$ cat config.mk
export PLATFORM = sky130hd
export DESIGN_NAME = multi_lane_instr_queue_flat
export DESIGN_NICKNAME = d
export VERILOG_FILES = /design/src/rtl/drac_pkg.sv /design/src/rtl/multi_lane_instr_queue_if.sv /design/src/rtl/multi_lane_instr_queue_lane_prefix_count.sv /design/src/rtl/multi_lane_instr_queue.sv /design/src/flat_wrapper.sv
export SDC_FILE = /design/constraint.sdc
export NUM_CORES = 2
export LEC_CHECK = 0
export CORE_AREA = 2 2 334 336
export CTS_BUF_LIST = sky130_fd_sc_hd__clkbuf_4
export DETAILED_ROUTE_END_ITERATION = 12
export DIE_AREA = 0 0 336 338
export PLACE_DENSITY = 0.87
export SYNTH_ARGS = -nofsm -noshare
export SYNTH_HDL_FRONTEND = slang
export SYNTH_HIERARCHICAL = 1
export SYNTH_SLANG_ARGS = --single-unit
export TNS_END_PERCENT = 5
$ cat constraint.sdc
create_clock -name clk_i -period 16.4 [get_ports clk_i]
set_clock_uncertainty 0.15 [all_clocks]
set_input_delay 2.46 -clock clk_i [delete_from_list [all_inputs] [get_ports clk_i]]
set_output_delay 2.46 -clock clk_i [all_outputs]
set_load 0.005 [all_outputs]
$ cat src/rtl/drac_pkg.sv
// Shared front-end constants and sizing helpers for the ID->IR instruction queue.
package drac_pkg;

    localparam int unsigned INSTRUCTION_QUEUE_NUM_ENTRIES = 32'd8;
    localparam int unsigned NUM_SCALAR_INSTR              = 32'd2;

    function automatic int unsigned ptr_w(input int unsigned depth);
        int unsigned w;
        if (depth > 32'd1) begin
            w = $clog2(depth);
        end else begin
            w = 32'd1;
        end
        return w;
    endfunction

    function automatic int unsigned cnt_w(input int unsigned depth);
        return $clog2(depth + 32'd1);
    endfunction

    // Non-power-of-two safe wrap: operands are below depth, so one subtract suffices.
    function automatic logic [31:0] wrap_add(input logic [31:0] ptr, input logic [31:0] k,
                                             input logic [31:0] depth);
        logic [31:0] sum;
        sum = ptr + k;
        if (sum >= depth) begin
            sum = sum - depth;
        end else begin
            sum = sum;
        end
        return sum;
    endfunction

    typedef logic [ptr_w(INSTRUCTION_QUEUE_NUM_ENTRIES)-1:0] iq_ptr_t;
    typedef logic [cnt_w(INSTRUCTION_QUEUE_NUM_ENTRIES)-1:0] iq_cnt_t;

endpackage

$ cat src/rtl/multi_lane_instr_queue_if.sv
// Push/pop/status bundle of the multi-lane instruction queue.
interface multi_lane_instr_queue_if #(
    parameter int unsigned WIDTH  = 32'd2,
    parameter int unsigned DATA_W = 32'd128,
    parameter int unsigned CNT_W  = 32'd4
);
    logic                           flush_i;
    logic [WIDTH-1:0]               wr_valid_i;
    logic [WIDTH-1:0][DATA_W-1:0]   wr_data_i;
    logic [WIDTH-1:0]               wr_ready_o;
    logic [WIDTH-1:0][DATA_W-1:0]   rd_data_o;
    logic [WIDTH-1:0]               rd_valid_o;
    logic [WIDTH-1:0]               rd_pop_i;
    logic [CNT_W-1:0]               count_o;
    logic [CNT_W-1:0]               free_o;
    logic                           empty_o;
    logic                           full_o;
    logic                           almost_full_o;

    modport slave (
        input  flush_i, wr_valid_i, wr_data_i, rd_pop_i,
        output wr_ready_o, rd_data_o, rd_valid_o, count_o, free_o, empty_o, full_o, almost_full_o
    );

    modport master (
        output flush_i, wr_valid_i, wr_data_i, rd_pop_i,
        input  wr_ready_o, rd_data_o, rd_valid_o, count_o, free_o, empty_o, full_o, almost_full_o
    );
endinterface

$ cat src/rtl/multi_lane_instr_queue_lane_prefix_count.sv
// Counts the leading run of ones from lane 0 upward.
module lane_prefix_count #(
    parameter int unsigned WIDTH = 32'd2,
    parameter int unsigned CNT_W = 32'd2
) (
    input  logic [WIDTH-1:0] i_vec,
    output logic [CNT_W-1:0] o_cnt
);
    logic w_run;

    // Stop counting at the first zero lane.
    always_comb begin
        o_cnt = '0;
        w_run = 1'b1;
        for (int i = 0; i < WIDTH; i++) begin
            if (w_run && i_vec[i]) begin
                o_cnt = o_cnt + CNT_W'(1);
            end else begin
                w_run = 1'b0;
            end
        end
    end
endmodule

$ cat src/rtl/multi_lane_instr_queue.sv
// In-order multi-lane circular instruction buffer between the ID and IR stages.
module multi_lane_instr_queue
    import drac_pkg::*;
#(
    parameter int unsigned DEPTH    = INSTRUCTION_QUEUE_NUM_ENTRIES,
    parameter int unsigned WIDTH    = NUM_SCALAR_INSTR,
    parameter int unsigned DATA_W   = 32'd128,
    parameter int unsigned AFULL_TH = 32'd2
) (
    input  logic                      clk_i,
    input  logic                      rstn_i,
    multi_lane_instr_queue_if.slave   q
);
    localparam int unsigned PTR_W  = ptr_w(DEPTH);
    localparam int unsigned CNT_W  = cnt_w(DEPTH);
    localparam int unsigned LANE_W = cnt_w(WIDTH);

    logic [DATA_W-1:0] r_buf [DEPTH];
    logic [PTR_W-1:0]  r_head;
    logic [PTR_W-1:0]  r_tail;
    logic [CNT_W-1:0]  r_count;

    logic [CNT_W-1:0]  w_free;
    logic [CNT_W-1:0]  w_npush;
    logic [CNT_W-1:0]  w_npop;
    logic [LANE_W-1:0] w_push_run;
    logic [LANE_W-1:0] w_pop_run;
    logic [WIDTH-1:0]  w_rd_valid;
    logic [WIDTH-1:0]  w_pop_req;
    logic [PTR_W-1:0]  w_wr_idx [WIDTH];
    logic [PTR_W-1:0]  w_rd_idx [WIDTH];

    assign w_free    = CNT_W'(DEPTH) - r_count;
    assign w_pop_req = q.rd_pop_i & w_rd_valid;

    lane_prefix_count #(.WIDTH(WIDTH), .CNT_W(LANE_W)) u_push_cnt (
        .i_vec (q.wr_valid_i),
        .o_cnt (w_push_run)
    );

    lane_prefix_count #(.WIDTH(WIDTH), .CNT_W(LANE_W)) u_pop_cnt (
        .i_vec (w_pop_req),
        .o_cnt (w_pop_run)
    );

    // Accepted push count is capped by registered free space only (no pop credit).
    always_comb begin
        w_npush = '0;
        w_npop  = CNT_W'(w_pop_run);
        if (q.flush_i) begin
            w_npush = '0;
        end else if (CNT_W'(w_push_run) > w_free) begin
            w_npush = w_free;
        end else begin
            w_npush = CNT_W'(w_push_run);
        end
    end

    // Per-lane slot indices, read-side visibility and write handshake.
    always_comb begin
        for (int i = 0; i < WIDTH; i++) begin
            w_wr_idx[i]     = PTR_W'(wrap_add(32'(r_tail), 32'(i), 32'(DEPTH)));
            w_rd_idx[i]     = PTR_W'(wrap_add(32'(r_head), 32'(i), 32'(DEPTH)));
            w_rd_valid[i]   = r_count > CNT_W'(i);
            q.wr_ready_o[i] = CNT_W'(i) < w_npush;
            if (w_rd_valid[i]) begin
                q.rd_data_o[i] = r_buf[w_rd_idx[i]];
            end else begin
                q.rd_data_o[i] = '0;
            end
        end
    end

    // Pointer and occupancy state; flush wins over push and pop.
    always_ff @(posedge clk_i or negedge rstn_i) begin
        if (!rstn_i) begin
            r_head  <= '0;
            r_tail  <= '0;
            r_count <= '0;
        end else if (q.flush_i) begin
            r_head  <= '0;
            r_tail  <= '0;
            r_count <= '0;
        end else begin
            r_head  <= PTR_W'(wrap_add(32'(r_head), 32'(w_npop), 32'(DEPTH)));
            r_tail  <= PTR_W'(wrap_add(32'(r_tail), 32'(w_npush), 32'(DEPTH)));
            r_count <= r_count + w_npush - w_npop;
        end
    end

    // Payload storage is deliberately left unreset.
    always_ff @(posedge clk_i) begin
        for (int i = 0; i < WIDTH; i++) begin
            if (CNT_W'(i) < w_npush) begin
                r_buf[w_wr_idx[i]] <= q.wr_data_i[i];
            end
        end
    end

    assign q.rd_valid_o    = w_rd_valid;
    assign q.count_o       = r_count;
    assign q.free_o        = w_free;
    assign q.empty_o       = (r_count == '0);
    assign q.full_o        = !rstn_i || (r_count == CNT_W'(DEPTH));
    assign q.almost_full_o = (w_free <= CNT_W'(AFULL_TH));
endmodule

$ cat src/flat_wrapper.sv
// flat-port wrapper written by rule: the top's interface ports become plain ports
module multi_lane_instr_queue_flat import drac_pkg::*;
#(
    parameter int unsigned DEPTH    = INSTRUCTION_QUEUE_NUM_ENTRIES,
    parameter int unsigned WIDTH    = NUM_SCALAR_INSTR,
    parameter int unsigned DATA_W   = 32'd128,
    parameter int unsigned AFULL_TH = 32'd2
)
  (clk_i, rstn_i, q_flush_i, q_wr_valid_i, q_wr_data_i, q_rd_pop_i, q_wr_ready_o, q_rd_data_o, q_rd_valid_o, q_count_o, q_free_o, q_empty_o, q_full_o, q_almost_full_o);
  multi_lane_instr_queue_if #(.WIDTH(WIDTH), .DATA_W(DATA_W), .CNT_W(4)) q_i ();
  input  logic clk_i;
  input  logic rstn_i;
  input wire logic [$bits(q_i.flush_i)-1:0] q_flush_i;
  input wire logic [$bits(q_i.wr_valid_i)-1:0] q_wr_valid_i;
  input wire logic [$bits(q_i.wr_data_i)-1:0] q_wr_data_i;
  input wire logic [$bits(q_i.rd_pop_i)-1:0] q_rd_pop_i;
  output wire logic [$bits(q_i.wr_ready_o)-1:0] q_wr_ready_o;
  output wire logic [$bits(q_i.rd_data_o)-1:0] q_rd_data_o;
  output wire logic [$bits(q_i.rd_valid_o)-1:0] q_rd_valid_o;
  output wire logic [$bits(q_i.count_o)-1:0] q_count_o;
  output wire logic [$bits(q_i.free_o)-1:0] q_free_o;
  output wire logic [$bits(q_i.empty_o)-1:0] q_empty_o;
  output wire logic [$bits(q_i.full_o)-1:0] q_full_o;
  output wire logic [$bits(q_i.almost_full_o)-1:0] q_almost_full_o;
  assign q_i.flush_i = q_flush_i;
  assign q_i.wr_valid_i = q_wr_valid_i;
  assign q_i.wr_data_i = q_wr_data_i;
  assign q_i.rd_pop_i = q_rd_pop_i;
  assign q_wr_ready_o = q_i.wr_ready_o;
  assign q_rd_data_o = q_i.rd_data_o;
  assign q_rd_valid_o = q_i.rd_valid_o;
  assign q_count_o = q_i.count_o;
  assign q_free_o = q_i.free_o;
  assign q_empty_o = q_i.empty_o;
  assign q_full_o = q_i.full_o;
  assign q_almost_full_o = q_i.almost_full_o;
  multi_lane_instr_queue #(.DEPTH(DEPTH), .WIDTH(WIDTH), .DATA_W(DATA_W), .AFULL_TH(AFULL_TH)) u_core (.clk_i(clk_i), .rstn_i(rstn_i), .q(q_i));
endmodule
==> out/qor.tcl <==
set qor(syn_avg_cell_area_sq_um) 16.6
set qor(setup_viol_count_final) 0
set qor(drc) 0
set qor(synthFlopType) {sky130_fd_sc_hd__edfxtp_1}
set qor(crit_required_ns) 13.79
set qor(post_dp_cell_area_sq_um) 66700
set qor(route.antenna.remaining_nets) 0
set qor(core_area_sq_um) 110000
set qor(status) {finished clean}
set qor(via_per_inst) 6.66
set qor(numCtsBuffers) 293
set qor(synth_top_area_cell) {sky130_fd_sc_hd__edfxtp_1}
set qor(insertion_delay_ns) 1.19
set qor(die_h_um) 338
set qor(final_net_count) 4509
set qor(crit_path_frequent_cell) {sky130_fd_sc_hd__buf_4}
set qor(grt_pass1_wl_um) 257000
set qor(max_clock_freq_ghz) 0.106
set qor(critPathLaunchType) {register}
set qor(critical-path-slowest-cell) {sky130_fd_sc_hd__ha_4}
set qor(cts_setup_buffers) 0
set qor(initial_core_util_pct) 54.7
set qor(tightest_slew_ns) 1.19
set qor(ys_warn_count) 6
set qor(synth-edff-count) 1024
set qor(area_delta_synth_final_pct) 16.7
set qor(fill_cells) 7647
set qor(synth_area_sq_um) 60300
set qor(cts_sinks) 1034
set qor(globalRouteTotalUtil_pct) 30.6
set qor(multiInputGateArea_sq_um) 27800
set qor(clk_root_buffer_cell) {sky130_fd_sc_hd__clkbuf_4}
set qor(reg_to_reg_critical_path_startpoint) {u_core/q.count_o[0]}
set qor(relSlewSlack_pct) 20.7
set qor(synthesis.instances) 3638
set qor(maximum_net_fanout_on_the_critical_path) 48
set qor(layout_cells_sized_above_1_pct) 46.8
set qor(vdd_drop_max_v) 0.000123
set qor(max_stage_delay_ns) 1.02
set qor(synth_largest_type_area_fraction_pct) 51.0
set qor(synth.top_cells.by_area) {sky130_fd_sc_hd__edfxtp_1 (51%), sky130_fd_sc_hd__mux4_2 (19%), sky130_fd_sc_hd__mux2_2 (17%)}
set qor(gp_congestion) 0.795
set qor(drt_iter0_markers) 4482
set qor(ctsLongestPathBuffers) 4
set qor(timing_hold_violations_final) 0
set qor(postLayoutCoreUtil_pct) 63.9
set qor(final-seq-area_sq_um) 31000
set qor(netlist-cell-type-count) 49
set qor(number_of_h_tree_branching_levels) 5
set qor(hold_ws_ns) 0.635
set qor(cp.arrival_ns) 6.85
set qor(width_of_the_die_um) 336
set qor(first_global_vias) 40764
set qor(final_period_demand_of_the_worst_path_ns) 9.46
set qor(number_of_i_o_port_buffers) 533
set qor(detailed_place_hpwl_um) 98700
set qor(worst_setup_path_startpoint) {u_core/r_head[0]}
set qor(timing_max_transition_violations_final) 0
set qor(crit_path_cell_trace) {ha_4 -> buf_4 -> buf_4 -> buf_4 -> mux4_2 -> nand2_1 -> a21oi_1 -> clkdlybuf4s50_1}
set qor(grt_setup_unrepaired) {no}
set qor(design.portCount) 534
set qor(pwr_density_cell_nw_per_um2) 151
set qor(yosys_register_bits) 1034
set qor(async_flop_share_pct) 0.967
set qor(antenna_found_initial) 40
set qor(min-delay-start) {u_core/r_tail[0]}
set qor(finalInstanceArea_sq_um) 70300
set qor(holdCritPathClass) {reg -> reg}
set qor(num_vias) 39447
set qor(cts-hold-fix-buffers) 0
set qor(max_cap_viol_count) 0
set qor(stdcell_count) 5927
set qor(drt_pass1_iterations) 5
set qor(dpl.cell_count) 5422
set qor(grt_max_degree) 149
set qor(postCtsResizedCells) 0
set qor(leakagePower_nw) 22.8
set qor(die_area_sq_um) 114000
set qor(overflow) 0
set qor(total_wirelength_of_the_detailed_routed_design_um) 175000
set qor(fin_crit_sh_pct) 57.7
set qor(tritoncts) {yes}
set qor(criticalPathCategory) {reg -> out}
set qor(wl_per_cell_um) 29.6
set qor(worst_setup_path_end_kind) {primary output}
set qor(core.rowCount) 122
set qor(worst_setup_hold_path_clk_slew_ns) 0.06
set qor(ys_seq_area_share_pct) 51.4
set qor(syn_nets) 3918
[area by class of cell]
cell class | instances | area share [%]
flip-flops and latches | 1034 | 44.1
multi-input cells | 2282 | 39.6
repair buffers | 602 | 8.43
clock buffers | 435 | 4.64
well taps | 1488 | 2.65
clock inverters | 49 | 0.427
inverters | 16 | 0.0925
diodes | 21 | 0.0747
[worst max-delay path: cells and delay by family, from the launching register on]
| family | cells | cell delay [ns] |
|---|---|---|
| flip-flops | 1 | 0.70 |
| buffers and inverters | 4 | 2.99 |
| multiplexers | 1 | 0.59 |
| AND/OR/NAND/NOR | 1 | 0.09 |
| AO/OA/AOI/OAI | 1 | 0.12 |
| adder cells (fa/ha/maj) | 1 | 1.02 |
[flip-flops by register name, indices dropped and copies added, names as in the netlist]
name and flops:
u_core/r_tail 3, u_core/q.count_o 4, u_core/r_head 3, u_core/r_buf 1024
[report_power, final]
part | switching (mW) | internal (mW)
registers | 0.109 | 3.09
logic | 2.39 | 2.67
clock network | 1.09 | 1.26
total | 3.59 | 7.02
[worst paths after layout]
| kind | end | slack, ns | cells after the start |
|---|---|---|---|
| worst max-delay path | q_rd_data_o[129] | 6.94 | 8 |
| worst min-delay path | u_core/r_tail[0] | 0.64 | 2 |
| worst max register to register | u_core/r_buf[4][102] | 10.27 | 9 |
| worst min register to register | u_core/r_tail[0] | 0.64 | 2 |
| max in group asynchronous | u_core/r_head[0] | 14.20 | 1 |
| min in group asynchronous | u_core/q.count_o[2] | 1.48 | 1 |
[synth_stat cells, types with 3 or more instances]
library cell	number
sky130_fd_sc_hd__edfxtp_1	1024
sky130_fd_sc_hd__mux2_2	898
sky130_fd_sc_hd__mux4_2	512
sky130_fd_sc_hd__nand2_1	263
sky130_fd_sc_hd__nor2_1	144
sky130_fd_sc_hd__a21oi_1	131
sky130_fd_sc_hd__mux2i_1	128
sky130_fd_sc_hd__clkbuf_1	123
sky130_fd_sc_hd__mux2_4	109
sky130_fd_sc_hd__buf_2	72
sky130_fd_sc_hd__buf_4	57
sky130_fd_sc_hd__buf_1	40
sky130_fd_sc_hd__mux2_1	17
sky130_fd_sc_hd__inv_1	16
sky130_fd_sc_hd__buf_6	13
sky130_fd_sc_hd__ha_1	13
sky130_fd_sc_hd__dfrtp_1	10
sky130_fd_sc_hd__nand3_1	6
sky130_fd_sc_hd__nor2b_1	6
sky130_fd_sc_hd__xnor2_1	6
sky130_fd_sc_hd__fa_1	4
sky130_fd_sc_hd__o21bai_1	4
sky130_fd_sc_hd__xor2_1	4
sky130_fd_sc_hd__and3_1	3
sky130_fd_sc_hd__nor3_1	3
sky130_fd_sc_hd__o21ai_0	3
[cells in the final DEF (no fill, tap or decap), types with 2 or more instances in the layout]
| master | count |
|---|---|
| sky130_fd_sc_hd__a21oi_1 | 131 |
| sky130_fd_sc_hd__buf_12 | 6 |
| sky130_fd_sc_hd__nor3_1 | 3 |
| sky130_fd_sc_hd__diode_2 | 21 |
| sky130_fd_sc_hd__nand2_4 | 3 |
| sky130_fd_sc_hd__and2_1 | 2 |
| sky130_fd_sc_hd__mux4_2 | 512 |
| sky130_fd_sc_hd__inv_1 | 15 |
| sky130_fd_sc_hd__clkinv_4 | 2 |
| sky130_fd_sc_hd__o21ai_0 | 3 |
| sky130_fd_sc_hd__dfrtp_1 | 7 |
| sky130_fd_sc_hd__edfxtp_1 | 1024 |
| sky130_fd_sc_hd__dfrtp_4 | 3 |
| sky130_fd_sc_hd__mux2_4 | 109 |
| sky130_fd_sc_hd__nor2_1 | 144 |
| sky130_fd_sc_hd__o21bai_4 | 4 |
| sky130_fd_sc_hd__buf_4 | 63 |
| sky130_fd_sc_hd__xor2_1 | 3 |
| sky130_fd_sc_hd__o41ai_2 | 2 |
| sky130_fd_sc_hd__ha_1 | 12 |
| sky130_fd_sc_hd__inv_2 | 7 |
| sky130_fd_sc_hd__nand3b_1 | 2 |
| sky130_fd_sc_hd__xnor2_1 | 5 |
| sky130_fd_sc_hd__and2b_2 | 2 |
| sky130_fd_sc_hd__clkbuf_4 | 435 |
| sky130_fd_sc_hd__nand2_1 | 260 |
| sky130_fd_sc_hd__clkdlybuf4s50_1 | 533 |
| sky130_fd_sc_hd__mux2_1 | 17 |
| sky130_fd_sc_hd__nor2b_1 | 6 |
| sky130_fd_sc_hd__mux2_2 | 898 |
| sky130_fd_sc_hd__fa_1 | 4 |
| sky130_fd_sc_hd__nand3_1 | 5 |
| sky130_fd_sc_hd__and2_2 | 2 |
| sky130_fd_sc_hd__mux2i_1 | 128 |
| sky130_fd_sc_hd__bufinv_16 | 4 |
| sky130_fd_sc_hd__clkinv_1 | 35 |
| sky130_fd_sc_hd__and3_4 | 3 |
| sky130_fd_sc_hd__o31ai_4 | 2 |
[cell families after synthesis]
family,share of synthesized area (%)
AOI/OAI and AO/OA,1.30
xor gates and xnor gates,0.145
adders and majority gates,0.403
buffers and inverters,2.69
DFF,51.4
muxes,41.1
other,0.00622
and+or+nand+nor,2.93
[through the flow]
step                      total power [mW]  setup WS [ns]  setup TNS, ns
after floorplan                       6.24          -1.36        -348.27
after global placement                8.21           8.08              0
after detailed placement              8.28           8.01              0
after CTS                             10.6           6.66              0
after global routing                  11.1           6.42              0
final                                 10.6           6.94              0
[routing by layer]
layer	global-route usage, %	share of wire [%]	up-vias
met2	48.9	48	2704
met3	8.48	12	489
met4	13.7	3.5	40
met1	39.5	37	20090
li1	-	-	16124
met5	0	0.16	-
(Power assumes the default switching activity.)
